File: config.mk
export PLATFORM = sky130hd
export DESIGN_NAME = dff_grant_sequencer
export DESIGN_NICKNAME = d
export VERILOG_FILES = /design/src/rtl/dff_grant_sequencer.sv
export SDC_FILE = /design/constraint.sdc
export NUM_CORES = 1
export LEC_CHECK = 0
export ABC_CLOCK_PERIOD_IN_PS = 1850
export CAP_MARGIN = 20
export CORE_ASPECT_RATIO = 0.8
export CORE_MARGIN = 5
export CORE_UTILIZATION = 33
export CTS_CLUSTER_DIAMETER = 150
export CTS_CLUSTER_SIZE = 25
export DETAILED_ROUTE_END_ITERATION = 12
export SETUP_SLACK_MARGIN = 0.5
export SLEW_MARGIN = 20
export SYNTH_ARGS = -nofsm -noshare
export SYNTH_HDL_FRONTEND = slang
export SYNTH_SLANG_ARGS = --single-unit
export TNS_END_PERCENT = 30
File: constraint.sdc
create_clock -name clk -period 1.85 [get_ports clk]
set_input_delay 0.185 -clock clk [delete_from_list [all_inputs] [get_ports clk]]
set_output_delay 0.185 -clock clk [all_outputs]
set_load 0.03 [all_outputs]
File: src/rtl/dff_grant_sequencer.sv
// -----------------------------------------------------------------------------
// dff_grant_sequencer
//
// Two requesters share one WIDTH-bit capture register. The block arbitrates
// round-robin between them and pulses a one-cycle grant. It loads the winner's
// data into q. It then holds q valid for HOLD_CYCLES cycles before it
// arbitrates again.
//
// Ports
//   clk        in   single clock; all state changes on the rising edge
//   rst_n      in   synchronous active-low reset; overrides ena
//   ena        in   tile enable; low freezes every register
//   req[1:0]   in   level request per requester
//   d0, d1     in   WIDTH-bit data of requester 0 / 1
//   gnt[1:0]   out  registered one-hot grant pulse (one cycle), else 0
//   q          out  capture register
//   q_valid    out  high while q is held for its owner
//   owner      out  index of the requester whose data sits in q
//   busy       out  high in any state other than IDLE
//   q_par      out  even parity of q when DFF_SEQ_PARITY_EN is defined, else 0
//   state_dbg  out  current FSM state (IDLE=0, GRANT=1, HOLD=2) for checkers
//
// Handshake: req is a level and has no ready or acknowledge other than gnt.
// At an edge in IDLE, a nonzero req commits a grant. After that the capture
// always completes, even if req drops. A requester that keeps req high
// arbitrates again once the block returns to IDLE.
//
// Optional feature macro: DFF_SEQ_PARITY_EN builds the parity register.
// -----------------------------------------------------------------------------
module dff_grant_sequencer #(
  parameter int WIDTH       = 8,
  parameter int HOLD_CYCLES = 4
) (
  input  logic             clk,
  input  logic             rst_n,
  input  logic             ena,
  input  logic [1:0]       req,
  input  logic [WIDTH-1:0] d0,
  input  logic [WIDTH-1:0] d1,
  output logic [1:0]       gnt,
  output logic [WIDTH-1:0] q,
  output logic             q_valid,
  output logic             owner,
  output logic             busy,
  output logic             q_par,
  output logic [1:0]       state_dbg
);

  typedef enum logic [1:0] {
    IDLE  = 2'd0,
    GRANT = 2'd1,
    HOLD  = 2'd2
  } state_t;

  state_t           state, state_n;
  logic [7:0]       cnt, cnt_n;
  logic             last, last_n;
  logic [1:0]       gnt_n;
  logic [WIDTH-1:0] q_n;
  logic             q_valid_n;
  logic             owner_n;
  logic             win;
  logic [WIDTH-1:0] d_win;

  // During GRANT, last already holds the winner, so it selects the capture data.
  assign d_win = last ? d1 : d0;

  always_comb begin
    state_n   = state;
    cnt_n     = cnt;
    last_n    = last;
    gnt_n     = gnt;
    q_n       = q;
    q_valid_n = q_valid;
    owner_n   = owner;
    win       = 1'b0;
    case (state)
      IDLE: begin
        if (req != 2'b00) begin
          // On a tie, the requester that did not win last time goes first.
          win     = (req == 2'b11) ? ~last : req[1];
          state_n = GRANT;
          gnt_n   = win ? 2'b10 : 2'b01;
          last_n  = win;
        end
      end
      GRANT: begin
        state_n   = HOLD;
        q_n       = d_win;
        owner_n   = last;
        q_valid_n = 1'b1;
        cnt_n     = 8'(HOLD_CYCLES - 1);
        gnt_n     = 2'b00;
      end
      HOLD: begin
        if (cnt != 8'd0) begin
          cnt_n = cnt - 8'd1;
        end else begin
          state_n   = IDLE;
          q_valid_n = 1'b0;
        end
      end
      default: begin
        state_n = IDLE;
      end
    endcase
  end

  always_ff @(posedge clk) begin
    if (!rst_n) begin
      state   <= IDLE;
      cnt     <= 8'd0;
      last    <= 1'b1;
      gnt     <= 2'b00;
      q       <= '0;
      q_valid <= 1'b0;
      owner   <= 1'b0;
    end else if (ena) begin
      state   <= state_n;
      cnt     <= cnt_n;
      last    <= last_n;
      gnt     <= gnt_n;
      q       <= q_n;
      q_valid <= q_valid_n;
      owner   <= owner_n;
    end
  end

`ifdef DFF_SEQ_PARITY_EN
  logic q_par_r;
  // This register loads on the same edge as q, so it always equals ^q.
  always_ff @(posedge clk) begin
    if (!rst_n) begin
      q_par_r <= 1'b0;
    end else if (ena && state == GRANT) begin
      q_par_r <= ^d_win;
    end
  end
  assign q_par = q_par_r;
`else
  assign q_par = 1'b0;
`endif

  assign busy      = (state != IDLE);
  assign state_dbg = state;

endmodule
==> results of run 1 <==
-- final timing paths --
kind | endpoint | slack (ps)
hold / removal | state_dbg[1] | 460
setup reg to reg | q_valid | 400
hold reg to reg | owner | 460
setup / recovery | q[4] | 370
-- synthesized netlist by cell type, drive strengths merged --
| master | number |
|---|---|
| nand2b | 3 |
| nand4 | 1 |
| clkbuf | 3 |
| mux2i | 9 |
| nor2 | 14 |
| nor4bb | 1 |
| o221a | 1 |
| and3 | 1 |
| buf | 5 |
| nand3b | 2 |
| a21bo | 1 |
| a221oi | 1 |
| nor4 | 2 |
| dfxtp | 23 |
| nand4bb | 1 |
| inv | 5 |
| a2111o | 2 |
| or2 | 2 |
| a311oi | 2 |
| nor3b | 2 |
| a21oi | 11 |
| ha | 2 |
| a31o | 1 |
| and3b | 1 |
| o21ai | 6 |
| or3 | 2 |
| a211o | 1 |
| a211oi | 10 |
| nand4b | 1 |
| nand3 | 3 |
| or4 | 1 |
| conb | 1 |
| nand2 | 6 |
| a21o | 2 |
-- registers in the layout (all words and copies together), names as in the netlist --
register / cells
cnt: 8
q: 8
gnt: 2
state_dbg: 2
last: 1
owner: 1
q_valid: 1
-- cell families (layout without fill, tap and decap cells) --
| kind of cell | after synthesis | after routing |
|---|---|---|
| other cells | 1 | 1 |
| fa+ha+maj | 2 | 2 |
| mux | 9 | 9 |
| buf+inv | 13 | 57 |
| compound gates | 38 | 38 |
| flops | 23 | 23 |
| simple gates | 43 | 43 |
-- timing repair --
| item | in CTS | in global routing |
|---|---|---|
| gates resized for setup | 19 | 9 |
| buffers inserted | 4 | 4 |
| pin swaps | 3 | 4 |
| setup endpoints to repair | 30 | 19 |
-- area by class of cell --
cell class | instances | area share, %
multi-input combinational | 93 | 40.2
sequential | 23 | 27.4
timing repair buffer | 48 | 25.4
tap | 42 | 3.03
clock buffer | 4 | 2.59
inverter | 5 | 1.37
-- where the power goes --
group	switching, mW	internal (mW)
Clock	0.169	0.154
Sequential	0.0302	0.517
Combinational	0.142	0.146
-- metal layers --
layer	track usage (%)	part of all wire (%)	routed length [µm]
met5	0	0	0
met3	4.18	4.4	135
met2	18.4	48	1490
met1	17.9	46	1440
met4	3.71	1.3	40
-- worst reg2reg max path, cell delays in order (launching register included) --
cell and delay, ps:
dfxtp_4 360, inv_4 80, ha_4 140, nor3b_4 370, nand2_2 120, o221a_2 280
-- through the flow --
step | cells | hold slack [ps] | power [mW]
after floorplan | 129 | 261 | 0.713
after global placement | 203 | 447 | 0.819
after detailed placement | 203 | 455 | 0.822
after CTS | 211 | 456 | 1.15
after global routing | 215 | 481 | 1.21
final | 215 | 458 | 1.16
==> flow_summary.ini, run 1 <==
[logic_synthesis]
syn_area_per_cell_um2 = 8.84
synthSimpleGateAreaFrac_pct = 21.2
ys_ff_latch = 23
synthMuxAreaShare_pct = 7.90
synth_cell_types = 37
yosysTopAreaCell = dfxtp_1
syn_nets = 152
synth_top_family_by_area = compound AO/OA/AOI/OAI gates
synth.area.top_cells = dfxtp_1 (40%), mux2i_1 (7.9%), a211oi_1 (6.6%)
netlist.area_leader.share_pct = 40.4
synth-compound-area-share_pct = 23.1
yosys.area_share.xor_xnor_pct = 0
syn_inst = 129
syn_area_um2 = 1140
yosys_warnings = 0
synth_fa_ha_area_share_pct = 2.20
ys_seq_area_share_pct = 40.4

[floorplanning]
core_area_um2 = 3380
num_rows = 19
initial_core_util_pct = 33.8
dieArea_um2 = 4740
ios = 37
die_y_um = 62.6
die_w_um = 75.7

[final_layout]
syn2layout_area_growth_pct = 52.4
register_area_um2 = 477
drive_gt1_share_pct = 22.0
utilization_pct = 51.4
nFillCells = 304
stdcell_area_um2 = 1740
diodes = 0
final_nets = 197
final_common_cell = clkdlybuf4s50_1
layout_common_cells = clkdlybuf4s50_1 (26), dfxtp_1 (18), nor2_1 (14)
multi_input_area_um2 = 698

[hold_path]
holdPathStages = 2
hold_path_class = in -> reg
min_from = ena

[global_route]
grt_pass1_wl_mm = 4.81
antenna_found_initial = 0
track_usage_pct = 12.8
grt_overflow_total = 0
grt_start_max_net_pins = 14
grt_pass1_vias = 1044

[clock_tree]
cts_max_path_buffers = 2
root_buffer = clkbuf_8
h-tree-depth = 1
clkSlewWorstSetupHoldPaths_ps = 90
cts_tree = done
cts_inserted_buffers = 3
holdBufCountCts = 0
clk_latency_ps = 270
cts_sinks = 23

[route]
postRouteAntennaNets = 0
drc = 0
via_per_inst = 5.20
drtIter0Drc = 53
vias = 1117
drt-pass1-iter-count = 4
drt_wl_total_mm = 3.10
wl_per_cell_um = 14.4

[placed_design]
post-place-ws_ps = 82.6
hpwlAfterDp_mm = 2.11
place.gp.congestion = 0.799
io_buffers = 35
place_area_um2 = 1570

[timing]
rsz0062_at_grt = true
setup_ws_ps = 371
period_needed_ps = 1480
skew_ps = 5.92
tns_ps = 0
timing.final.crit_share_pct = 79.9
tightest_slew_ps = 611
setup_viol = 0
max_freq_mhz = 676
slew_viol_final = 0
relSlewSlack_pct = 59.2
hold_viol_final = 0

[setup_path]
cp.required_ps = 1660
cp_top_family = buffers and inverters
worstPathMaxFanout = 2
cp-startpoint = q[4]
cp_data_arrival_time_ps = 1290
cpMaxStageDelayCell = clkdlybuf4s50_1
slowest_delay_ps = 680
crit-reg2reg-launch = cnt[1]
cp_num_buf_inv = 1
cp_num_cells = 1
rr_worst_depth = 5
crit_chain = clkdlybuf4s50_1
cp-start-kind = register
criticalPathCategory = reg -> out
crit_path_end_kind = primary output

[power]
p_leak_nw = 0.714
power.density_nw_per_um2 = 667
vdd_drop_max_v = 0.000560

[job]
drv_cap = 0

[run_status]
outcome = completed
Power figures use the tool's default switching activity.
==> run 2, diff against run 1 <==
ABC_CLOCK_PERIOD_IN_PS = 1300   (was 1850)
clock period = 1.3 ns   (was 1.85 ns; I/O delays follow)
==> flow_summary.ini, run 2 (synthesis gave the netlist of run 1 again) <==
[run_status]
outcome = finished with violations
violations = negative setup slack

[final_layout]
layout_common_cells = buf_4 (29), clkdlybuf4s50_1 (20), buf_6 (15)
top_regs = cnt: 8 flops, q: 8 flops
layoutNonFillerInstCount = 233
utilization_pct = 59.9
diodes = 0
stdcell_area_um2 = 2020
final_common_cell = buf_4
drive_gt1_share_pct = 53.9
syn2layout_area_growth_pct = 77.4
final_nets = 215

[timing]
setup_ws_ps = -103
slew_viol_final = 0
max_freq_mhz = 713
setup_viol = 10
period_needed_ps = 1400
tns_ps = -465
hold_viol_final = 0
skew_ps = 4.82
rsz0062_at_grt = true
timing.final.crit_share_pct = 108

[power]
p_sw_share_pct = 29.0
power.density_nw_per_um2 = 860
intPower_mw = 1.23
p_switching_mw = 0.504
pwr-share-seq_pct = 44.5
pwr-share-clk_pct = 25.2
p_comb_share_pct = 30.3
p_leak_nw = 0.830
vdd_drop_max_v = 0.000564

[hold_path]
hold_path_class = reg -> reg

[global_route]
grt_overflow_total = 0
grt_start_max_net_pins = 18
antenna_found_initial = 0
track_usage_pct = 14.6
grt_pass1_vias = 1137
grt_pass1_wl_mm = 5.45

[placed_design]
place.gp.congestion = 0.799
hpwlAfterDp_mm = 2.42
io_buffers = 35
post-place-ws_ps = -203
place_area_um2 = 1740
dpl.cell_count = 223

[clock_tree]
cts_tree = done
cts_max_path_buffers = 2
clkSlewWorstSetupHoldPaths_ps = 80
root_buffer = clkbuf_8
clk_latency_ps = 260
cts_sinks = 23
h-tree-depth = 1
cts_inserted_buffers = 3

[route]
via_per_inst = 5.10
drtIter0Drc = 35
drt-pass1-iter-count = 4
drt_wl_total_mm = 3.33
postRouteAntennaNets = 0
wl_per_cell_um = 14.3
vias = 1188
drc = 0

[floorplanning]
die_y_um = 62.6
num_rows = 19
initial_core_util_pct = 33.8
dieArea_um2 = 4740
die_w_um = 75.7
ios = 37
core_area_um2 = 3380

[setup_path]
cp_data_arrival_time_ps = 1540
cp.required_ps = 1440
criticalPathCategory = reg -> reg
worstPathMaxFanout = 7
cp-start-kind = register
crit_path_end_kind = register

[job]
drv_cap = 0
## run 2: cell types whose count changed in the layout (fill, tap and decap cells not counted), sizes merged
cell	previous run	this run
buf	13	45
clkdlybuf4s50	26	20
dlymetal6s2s	1	0
dlygate4sd2	8	0
clkdlybuf4s15	0	1
## run 2: power by group through the flow
stage,Sequential (mW),Combinational (mW),Clock (mW)
after global routing,0.779,0.564,0.499
final,0.773,0.528,0.438
after detailed placement,0.776,0.444,0
after CTS,0.774,0.514,0.464
after floorplan,0.827,0.192,0
after global placement,0.775,0.438,0
## run 2: stage by stage
step	power, mW	hold WS [ps]
global placement	1.21	446
detailed placement	1.22	451
finish	1.74	476
CTS	1.75	464
global route	1.84	506
floorplan	1.02	206
## run 2: worst paths after layout
kind                              from      endpoint  slack [ps]  cells past startpoint
worst max register to register  cnt[0]  state_dbg[1]        -100                      6
worst min register to register   owner         owner         480                      2
worst min-delay path             owner         owner         480                      2
worst max-delay path            cnt[0]  state_dbg[1]        -100                      6
## run 2: layout make-up
cell class                      instances  area [µm²]
Clock buffer                            4        45.0
Sequential cell                        23         493
Fill cell                             295        1350
Timing Repair Buffer                   66         618
Inverter                                5        21.3
Multi-Input combinational cell         93         792
Tap cell                               42        52.6
## run 2: timing repair
action / CTS / global route
pin swaps: 23 / 6
hold buffers: 0 / 0
resized for setup: 141 / 12
setup buffers: 4 / 2
cloned: 0 / 0
endpoints found under the setup margin: 38 / 38
## run 2: worst max-delay path, stage by stage (launching register included)
cell and delay (ps):
dfxtp_2 330, inv_2 80, ha_4 130, nor3b_4 340
buf_4 190, a21o_1 120, a311oi_2 90
## run 2: metal layers
metal	part of all wire, %	track usage, %
met5	0	0
met4	1.0	3.93
met1	46	20.0
met3	4.4	4.18
met2	49	22.1
